$ cat config.mk
export PLATFORM = sky130hd
export DESIGN_NAME = toggle_bank
export DESIGN_NICKNAME = d
export VERILOG_FILES = /design/src/rtl/toggle_bank_pkg.sv /design/src/rtl/toggle_bank_tff_cell.sv /design/src/rtl/toggle_bank.sv
export SDC_FILE = /design/constraint.sdc
export NUM_CORES = 1
export LEC_CHECK = 0
export BUFFER_PORTS_ARGS = -buffer_cell sky130_fd_sc_hd__clkbuf_2
export CAP_MARGIN = 10
export CORE_MARGIN = 2
export CORE_UTILIZATION = 47
export CTS_CLUSTER_DIAMETER = 80
export CTS_CLUSTER_SIZE = 30
export DETAILED_ROUTE_END_ITERATION = 10
export PLACE_DENSITY = 0.78
export SLEW_MARGIN = 20
export SYNTH_ARGS = -nofsm -noshare
export SYNTH_HDL_FRONTEND = slang
export SYNTH_HIERARCHICAL = 1
export SYNTH_SLANG_ARGS = --single-unit
export TNS_END_PERCENT = 100
$ cat constraint.sdc
create_clock -name clk -period 1.8 [get_ports clk]
set_input_delay 0.18 -clock clk [delete_from_list [all_inputs] [get_ports clk]]
set_output_delay 0.18 -clock clk [all_outputs]
set_load 0.03 [all_outputs]
$ cat src/rtl/toggle_bank_pkg.sv
// Shared types and helpers for the toggle bank: operating-mode encoding and
// an all-ones constant generator for arbitrary widths.
package toggle_pkg;

  typedef enum logic [1:0] {
    MODE_TOGGLE = 2'b00,
    MODE_UP     = 2'b01,
    MODE_DOWN   = 2'b10,
    MODE_HOLD   = 2'b11
  } mode_e;

  function automatic logic [63:0] all_ones(input int width);
    logic [63:0] r;
    r = '0;
    for (int i = 0; i < 64; i++) begin
      if (i < width) r[i] = 1'b1;
    end
    return r;
  endfunction

endpackage

$ cat src/rtl/toggle_bank_tff_cell.sv
// Single edge-triggered T flip-flop: async reset, then sync clear, sync load
// and toggle, in that priority.
module tff_cell #(
  parameter logic RST_VAL = 1'b0
) (
  input  logic clk,
  input  logic rst,
  input  logic clr,
  input  logic load,
  input  logic load_val,
  input  logic tgl,
  output logic q
);

  logic q_q, q_d;

  always_comb begin
    q_d = q_q;
    if (clr)       q_d = RST_VAL;
    else if (load) q_d = load_val;
    else if (tgl)  q_d = ~q_q;
  end

  always_ff @(posedge clk or posedge rst) begin
    if (rst) q_q <= RST_VAL;
    else     q_q <= q_d;
  end

  assign q = q_q;

endmodule

$ cat src/rtl/toggle_bank.sv
// WIDTH-bit bank of T flip-flops usable as independent toggles or as a
// synchronous up/down counter with optional saturation.
module toggle_bank
  import toggle_pkg::*;
#(
  parameter int               WIDTH   = 8,
  parameter bit               WRAP    = 1'b1,
  parameter logic [WIDTH-1:0] RST_VAL = '0
) (
  input  logic             clk,
  input  logic             rst,
  input  logic             en,
  input  logic [1:0]       mode,
  input  logic [WIDTH-1:0] t,
  input  logic             clr,
  input  logic             load,
  input  logic [WIDTH-1:0] load_val,
  output logic [WIDTH-1:0] q,
  output logic             wrap,
  output logic             sat
);

  localparam logic [WIDTH-1:0] ONES = WIDTH'(all_ones(WIDTH));

  mode_e            mode_s;
  logic [WIDTH-1:0] up_c, dn_b, tgl;
  logic             at_max, at_min;
  logic             wrap_q, wrap_d, sat_q, sat_d;

  assign mode_s = mode_e'(mode);
  assign at_max = (q == ONES);
  assign at_min = (q == '0);

  // Bit i toggles on count when every lower bit is 1 (up) or 0 (down).
  for (genvar i = 0; i < WIDTH; i++) begin : g_chain
    if (i == 0) begin : g_lsb
      assign up_c[i] = 1'b1;
      assign dn_b[i] = 1'b1;
    end else begin : g_upper
      assign up_c[i] = &q[i-1:0];
      assign dn_b[i] = ~|q[i-1:0];
    end
  end

  always_comb begin
    tgl    = '0;
    wrap_d = 1'b0;
    sat_d  = sat_q;
    if (clr || load) begin
      sat_d = 1'b0;
    end else if (en) begin
      case (mode_s)
        MODE_TOGGLE: begin
          tgl   = t;
          sat_d = 1'b0;
        end
        MODE_UP: begin
          if (at_max && !WRAP) begin
            sat_d = 1'b1;
          end else begin
            tgl    = up_c;
            sat_d  = 1'b0;
            wrap_d = at_max;
          end
        end
        MODE_DOWN: begin
          if (at_min && !WRAP) begin
            sat_d = 1'b1;
          end else begin
            tgl    = dn_b;
            sat_d  = 1'b0;
            wrap_d = at_min;
          end
        end
        default: ;
      endcase
    end
  end

  for (genvar i = 0; i < WIDTH; i++) begin : g_cell
    tff_cell #(.RST_VAL(RST_VAL[i])) u_cell (
      .clk      (clk),
      .rst      (rst),
      .clr      (clr),
      .load     (load),
      .load_val (load_val[i]),
      .tgl      (tgl[i]),
      .q        (q[i])
    );
  end

  always_ff @(posedge clk or posedge rst) begin
    if (rst) begin
      wrap_q <= 1'b0;
      sat_q  <= 1'b0;
    end else begin
      wrap_q <= wrap_d;
      sat_q  <= sat_d;
    end
  end

  assign wrap = wrap_q;
  assign sat  = sat_q;

endmodule

[Yosys cells after proc, flatten, opt, wreduce, memory -nomap -nowiden]
Cells that the tools add are included.
Widths: inputs -> output; s select.
Operators by class
  bitwise logic cells: 8
  reduce and logical (&&, ||, !) cells: 34
  mux-type cells: 33
  eq/ne operators: 3
Operator list (number)
  $mux 1: 29
  $pmux 8 s3: 1
  $reduce_bool 3->1: 8
  $mux 8: 2
  $eq 8x8->1 const B: 1
  $logic_not 8->1: 1
  $not 1->1: 8
  $logic_not 1->1: 7
  $reduce_and 7->1: 1
  $reduce_or 7->1: 1
  $reduce_and 6->1: 1
  $reduce_or 3->1: 2
  $reduce_or 6->1: 1
  $reduce_and 5->1: 1
  $reduce_or 5->1: 1
  $reduce_and 2->1: 2
  $reduce_and 4->1: 1
  $reduce_bool 2->1: 2
  $reduce_or 4->1: 1
  $reduce_and 3->1: 1
  $eq 2x1->1 const B: 1
  $eq 2x2->1 const B: 1
  $logic_not 2->1: 1
  $pmux 1 s2: 1
  other kinds (2): 2
Storage, ports and cells
  output and inout bits: 10
  register bits: 10
  logic and storage cells: 88
  bits of input ports: 23

[Depth between registers and ports, before layout]
Gate-level depths: netlist (run 1).
  depth in word-level cells: 8
  mapped depth: 8
  depth with buffers taken out: 7

[Cells and area by module]
Netlist (run 1), hierarchy kept.
Modules (own cells, without submodules)
  tff_cell: seq. area each 25.0 µm², times used 8, area each 60.1 µm², cells each 6
  toggle_bank: seq. area each 25.0 µm², times used 1, area each 336.6 µm², cells each 49

[Worst setup path before layout (run 1)]
OpenSTA, ideal clock, no wires.
  kind: reg-to-reg
  from: register g_cell[0].u_cell.q_q
  to: register g_cell[7].u_cell.q_q
  slack: 147 ps
  library setup time: 87 ps
  data required time: 1713 ps
  period minus slack after synthesis: 1653 ps
  path buffers: 1
  stages on the path, launching flop included: 7
  arrival time: 1566 ps
  cells stage by stage: dfrtp_1 > and4_1 > buf_4 > nand3_1 > a31oi_1 > xnor2_1 > a211oi_2
Between the ends
  word-level cells in the longest chain between the ends: 6
  elaborated cells on any way between the ends: 7
  those cells by class: 3 x mux; 4 x reduce/logical
Ends and longest elaborated chain
  from (decl): RTL line toggle_bank_tff_cell.sv:15  | logic q_q, q_d;
  from (signal assigned): RTL line toggle_bank_tff_cell.sv:26  | else q_q <= q_d;
  $reduce_or 7->1: RTL line toggle_bank.sv:41  | assign dn_b[i] = ~|q[i-1:0];
  $logic_not 1->1: RTL line toggle_bank.sv:41
  $pmux 8 s3 *: RTL line toggle_bank.sv:52  | case (mode_s)
  $mux 8 *: RTL line toggle_bank.sv:51  | end else if (en) begin
  $mux 8 *: RTL line toggle_bank.sv:49  | if (clr || load) begin
  named net tgl[7]: RTL line toggle_bank.sv:26  | logic [WIDTH-1:0] up_c, dn_b, tgl;
  $reduce_bool 3->1 (no line) *
  to (signal assigned): RTL line toggle_bank_tff_cell.sv:26
  to (decl): RTL line toggle_bank_tff_cell.sv:15
The timed path passes the listed nets; every way through them passes the cells marked *.
A chain may end at the register's enable or synchronous reset.

[Final worst setup path (run 1)]
  from: register g_cell[1].u_cell.q_q
  to: register g_cell[6].u_cell.q_q
Between the ends
  word-level cells in the longest chain between the ends: 6
  elaborated cells on any way between the ends: 7
  those cells by class: 3 x mux; 4 x reduce/logical
Ends and longest elaborated chain (RTL line)
  from (decl): toggle_bank_tff_cell.sv:15
  from (signal assigned): toggle_bank_tff_cell.sv:26
  $reduce_or 6->1: toggle_bank.sv:41
  $logic_not 1->1: toggle_bank.sv:41
  $pmux 8 s3 *: toggle_bank.sv:52
  $mux 8 *: toggle_bank.sv:51
  $mux 8 *: toggle_bank.sv:49
  named net tgl[6]: toggle_bank.sv:26
  $reduce_bool 3->1 (no line) *
  to (signal assigned): toggle_bank_tff_cell.sv:26
  to (decl): toggle_bank_tff_cell.sv:15
Marked as above.

==> results.txt, run 1 <==
H-tree Lvls - 1
First-pass GRT wire length - 2930 um
Net Count, Synth - 124
Post-synthesis mux area share - 2.45%
Synth Area in Compound Gates - 19.9%
GR Overflow Total - 0
Core Rows - 15
Routed Antenna Nets - 0
Tot GR Track Use - 19.8%
CTS tree - done
Peak supply drop - 354 uV
Mapped cell area - 817 um^2
Root Driver - clkbuf_4
RePlAce Congestion - 0.774
Via-per-instance ratio - 5.20
Number of clock sinks - 9
Worst-path fanout max - 6
EDFF count, synth - 0
Area grow syn2layout - 26.5%
LEAKAGE - 0.514 nW
Vias in the first global route - 682
DP HPWL - 1420 um
Fmax achieved - 587 MHz
Yosys reg bits - 9
Fin. Hold Viols - 0
Mapped Cells - 97
Post-Route Setup TNS - 0 ns
DIE AREA - 0.00209 mm^2
Final wirelength - 1790 um
YS warnings - 6
Clk Latency, worst-skew pair - 0.26 ns
Placeable Area - 0.00167 mm^2
Main combinational cell family by area after synthesis - simple AND/OR/NAND/NOR gates
Post-synthesis sequential area ratio - 27.6%
Setup crit end kind - flop
Die width - 45.7 um
Xor-xnor portion of the synthesized cell area - 8.58%
Layout cells sized above 1 - 34.6%
Path depth of the worst reg2reg path - 6
Fin Clk Skew - 0.00873 ns
Vias - 780
Starting Density - 48.9%
Port bufs - 31
Hold_sp - en
Max Cap Violations - 0
Req. time, crit path - 1.99 ns
Arrival time worst endpoint - 1.89 ns
Async set-or-reset flop fraction in the synthesized netlist - 100%
Reg area - 225 um^2
CTS Buf Count - 3
# IOs - 33
CTS max path bufs - 2
CTS clk-pin slew, worst paths - 0.07 ns
Slew Limit Fails - 0
WHS Path Cells - 3
Worst min path class - in2reg
Cell variety after synth - 24
Min Tclk post-route - 1.70 ns
Setup CP Type - reg2reg
DR WL/cell - 11.9 um
Starting DRT DRC Count - 21
Synth Flop Type - dfrtp_1
Antenna cell count - 0
Total Nets Final - 161
FF-to-FF End - g_cell[6].u_cell/q
Post-Synth Adder-Cell Area - 6.13%
Outcome - completed
R2R Path Start - g_cell[1].u_cell/q
Final setup violation count - 0
Hold endpoint - wrap
Post-Synth Simple-Gate Area - 23.9%
Syn_area_per_cell - 8.42 um^2
Initial antenna violation count - 0
Power per cell area - 551 mW/mm^2
Fill cell count - 162
First-pass DRT Iterations - 4
DRC viols - 0
Startpoint class of the critical path - flop
Pwr Total - 570 uW
FF-to-FF setup slack - 0.1 ns
Die Y - 45.7 um
Core Util, Final - 61.9%
Multi-input gate area - 502 um^2
Fin crit share - 94.6%
Pin count of the biggest net entering global routing - 17
## synthesized netlist by cell type, types with 2 or more instances
library cell,n,area share [%]
inv_1,19,8.7
nor2b_1,8,6.1
dfrtp_1,9,28
nand3_1,5,3.1
buf_4,2,1.8
xnor2_1,8,8.6
ha_1,4,6.1
nand4_1,2,1.5
nor2_1,5,2.3
a21oi_1,7,4.3
a31oi_1,2,1.5
a211oi_2,8,12
mux2i_1,2,2.5
nand3b_1,3,2.8
nand2_1,4,1.8
## flip-flops by register name, summed over array words and instances, names as in the netlist
name and count:
g_cell.u_cell/q 8, wrap 1
## cell type report
cell class | count | share of cell area [%]
Sequential cell | 9 | 21.8
Inverter | 19 | 6.90
Clock buffer | 4 | 2.54
Timing Repair Buffer | 35 | 18.2
Tap cell | 17 | 2.06
Multi-Input combinational cell | 66 | 48.5
## placed cells by master (no fill, tap or decap), types with 2 or more instances in the layout
cell type / count
a31oi_1: 2
clkbuf_4: 3
a21oi_1: 7
xnor2_1: 8
inv_1: 19
nand3b_1: 3
ha_1: 4
nor2_1: 5
nor2b_1: 8
nand3_1: 5
dfrtp_1: 9
a211oi_2: 8
clkbuf_2: 31
buf_4: 3
mux2i_1: 2
nand4_1: 2
nand2_1: 4
## repair_timing
item | 4_1_cts | 5_1_grt
gates resized for setup | 0 | 0
hold buffers | 1 | 0
buffers inserted | 0 | 1
endpoints found under the setup margin | 0 | 1
endpoints found under the hold margin | 9 | 0
## routing by layer
layer / global-route usage, % / share of wire [%] / vias to the layer above
met1: 26.6 / 42 / 354
met5: 0 / 0 / -
li1: - / - / 398
met2: 31.0 / 50 / 24
met3: 3.57 / 5.3 / 4
met4: 8.57 / 1.7 / 0
## how the worst max path moves through the flow
stage	from	to	cells after the start
floorplan	g_cell[0].u_cell/q	g_cell[7].u_cell/q	6
global placement	mode[0]	g_cell[6].u_cell/q	8
detailed placement	mode[0]	g_cell[6].u_cell/q	8
CTS	g_cell[1].u_cell/q	g_cell[6].u_cell/q	5
global route	g_cell[1].u_cell/q	g_cell[6].u_cell/q	6
finish	g_cell[1].u_cell/q	g_cell[6].u_cell/q	6
## stage by stage
step	instances	cell area (um^2)	setup slack, ns	hold WS [ns]
finish	150	1030	0.0967	0.156
global route	150	1030	-0.00699	0.160
CTS	149	1030	0.0388	0.147
detailed placement	144	990	0.00387	0.136
global placement	144	990	0.184	0.126
floorplan	97	817	0.147	-0.0913
## worst max-delay path: stages, from the launching register on
cell and delay, ns:
dfrtp_1 0.46, nor4b_4 0.30, buf_4 0.18, nand3b_1 0.10, a31oi_1 0.27, xnor2_1 0.12, a211oi_2 0.21
## kinds of logic (layout without fill, tap and decap cells)
kind of cell,count (synthesis),count (layout)
mux,2,2
fa+ha+maj,4,4
compound gates,19,19
other cells,1,1
xor+xnor,8,8
flops,9,9
buf+inv,22,58
simple gates,32,32
## report_power, final
part	leakage (nW)	switching, mW	internal (mW)
Clock	0.0150	0.0732	0.0854
Combinational	0.381	0.0971	0.0754
Sequential	0.118	0.0240	0.215
Total	0.514	0.194	0.376
Note: power is estimated with default switching activity, not from simulation.
==> run 2, diff against run 1 <==
--- a/config.mk
+++ b/config.mk
@@ -14,2 +14,3 @@
 export DETAILED_ROUTE_END_ITERATION = 10
+export HOLD_SLACK_MARGIN = 0.05
 export PLACE_DENSITY = 0.78
==> constraint.sdc (replaced) <==
create_clock -name clk -period 1.8 [get_ports clk]
set_input_delay 0.36 -clock clk [delete_from_list [all_inputs] [get_ports clk]]
set_output_delay 0.36 -clock clk [all_outputs]
set_load 0.03 [all_outputs]
==> results.txt, run 2 (synthesized netlist as in run 1, its figures left out) <==
Hold WS - 0.341 ns (+0.185 ns)
Worst min path class - in2reg
Final wirelength - 1680 um (-6.1%)
Antenna cell count - 0 (unchanged)
Tot GR Track Use - 17.9% (-1.9 points)
Max FFs per register - 8 (unchanged)
Slowest CP cell - dfrtp_1
CTS clk-pin slew, worst paths - 0.07 ns (about the same)
Setup crit end kind - flop
DP HPWL - 1330 um (-6.3%)
GR Overflow Total - 0 (unchanged)
DIE AREA - 0.00209 mm^2 (unchanged)
Outcome - completed
CTS max path bufs - 2 (unchanged)
Clk Latency, worst-skew pair - 0.26 ns (about the same)
Fin. Hold Viols - 0 (unchanged)
# IOs - 33 (unchanged)
Fill cell count - 155 (-4.3%)
Setup CP Type - reg2reg
RePlAce Congestion - 0.750 (-3.1%)
Routed Antenna Nets - 0 (unchanged)
Crit path max-delay family - simple AND/OR/NAND/NOR gates
Reg area - 225 um^2 (unchanged)
Pwr Total - 571 uW (+0.15%)
Power per cell area - 552 mW/mm^2 (+0.15%)
Number of clock sinks - 9 (unchanged)
Commonest non-fill, non-tap cells in the layout - clkbuf_2, inv_1, dfrtp_1
Area grow syn2layout - 26.5% (unchanged)
Total Nets Final - 161 (unchanged)
First-pass DRT Iterations - 4 (unchanged)
Req. time, crit path - 1.98 ns (about the same)
Min Tclk post-route - 1.61 ns (-0.0923 ns)
Pin count of the biggest net entering global routing - 17 (unchanged)
CTS Buf Count - 3 (unchanged)
First-pass GRT wire length - 2670 um (-8.7%)
DRC viols - 0 (unchanged)
Peak supply drop - 277 uV (-22%)
LEAKAGE - 0.514 nW (about the same)
Layout cells sized above 1 - 34.6% (unchanged)
Core Rows - 15 (unchanged)
Arrival time worst endpoint - 1.79 ns (-0.10 ns)
Die width - 45.7 um (unchanged)
Placeable Area - 0.00167 mm^2 (unchanged)
Fmax achieved - 621 MHz (+5.7%)
Multi-input gate area - 502 um^2 (unchanged)
Post-cts sizing count - 0 (unchanged)
Initial antenna violation count - 0 (unchanged)
H-tree Lvls - 1 (unchanged)
Setup ws final - 0.189 ns (+0.0923 ns)
DR WL/cell - 11.2 um (-6.1%)
Port bufs - 31 (unchanged)
Via-per-instance ratio - 5.11 (-1.7%)
Worst-path fanout max - 6 (unchanged)
CP bufs+invs - 0 (-1)
FF-to-FF setup slack - 0.19 ns (+0.09 ns)
Max Cap Violations - 0 (unchanged)
CTS tree - done
Die Y - 45.7 um (unchanged)
Fin Clk Skew - 0.00135 ns (-0.00738 ns)
Worst stage delay on the critical path - 0.46 ns (about the same)
Vias in the first global route - 665 (-2.5%)
Starting Density - 48.9% (unchanged)
Post-Route Setup TNS - 0 ns (unchanged)
Root Driver - clkbuf_4
Fin crit share - 89.5% (-5.1 points)
Final setup violation count - 0 (unchanged)
Startpoint class of the critical path - flop
Worst-path cell chain - nor4b_4, nand3b_1, a31oi_1, xnor2_1, a211oi_2
Core Util, Final - 61.9% (unchanged)
Starting DRT DRC Count - 6 (-71%)
Vias - 767 (-1.7%)
Slew Limit Fails - 0 (unchanged)
Most common cell after layout, fill and taps aside - clkbuf_2
Dpl ws - 0.00554 ns (+0.00168 ns)
RSZ-0062 raised after global routing - false
run 2: cell counts in the layout (fill, tap and decap cells not counted):
No cell type changed its count.
run 2: cell type report:
class	count	share of cell area [%]
multi-input cells	66	48.5
flip-flops and latches	9	21.8
repair buffers	35	18.2
inverters	19	6.90
clock buffers	4	2.54
well taps	17	2.06
run 2: what timing repair did:
item	CTS	global route
hold buffers	1	0
endpoints found under the hold margin	9	0
setup buffers	0	0
run 2: metal layers:
metal / up-vias / GRT usage, % / part of all wire, %
li1: 393 / - / -
met1: 350 / 22.2 / 44
met2: 20 / 29.6 / 50
met3: 4 / 2.38 / 3.7
met4: 0 / 10.3 / 2.3
met5: - / 0 / 0
run 2: path summary, 6_finish.rpt:
path | from | end | cells after the start
max in group asynchronous | rst | g_cell[0].u_cell/q | 3
worst max register to register | g_cell[1].u_cell/q | g_cell[6].u_cell/q | 5
min in group asynchronous | rst | g_cell[7].u_cell/q | 3
worst min register to register | g_cell[7].u_cell/q | wrap | 2
worst max-delay path | g_cell[1].u_cell/q | g_cell[6].u_cell/q | 5
worst min-delay path | en | wrap | 3
run 2: power by group:
group | switching (mW) | internal, mW | total, mW | leakage (nW)
Combinational | 0.0963 | 0.0750 | 0.171 | 0.381
Sequential | 0.0235 | 0.215 | 0.238 | 0.118
Clock | 0.0757 | 0.0856 | 0.161 | 0.0150
run 2: through the flow:
step / instances / instance area, um^2
after floorplan: 97 / 817
after global placement: 145 / 997
after detailed placement: 145 / 997
after CTS: 150 / 1030
after global routing: 150 / 1030
final: 150 / 1030
run 2: worst min-delay path: stages:
cell and delay, ns:
clkbuf_2 0.09, nand3_1 0.07, a21oi_1 0.04
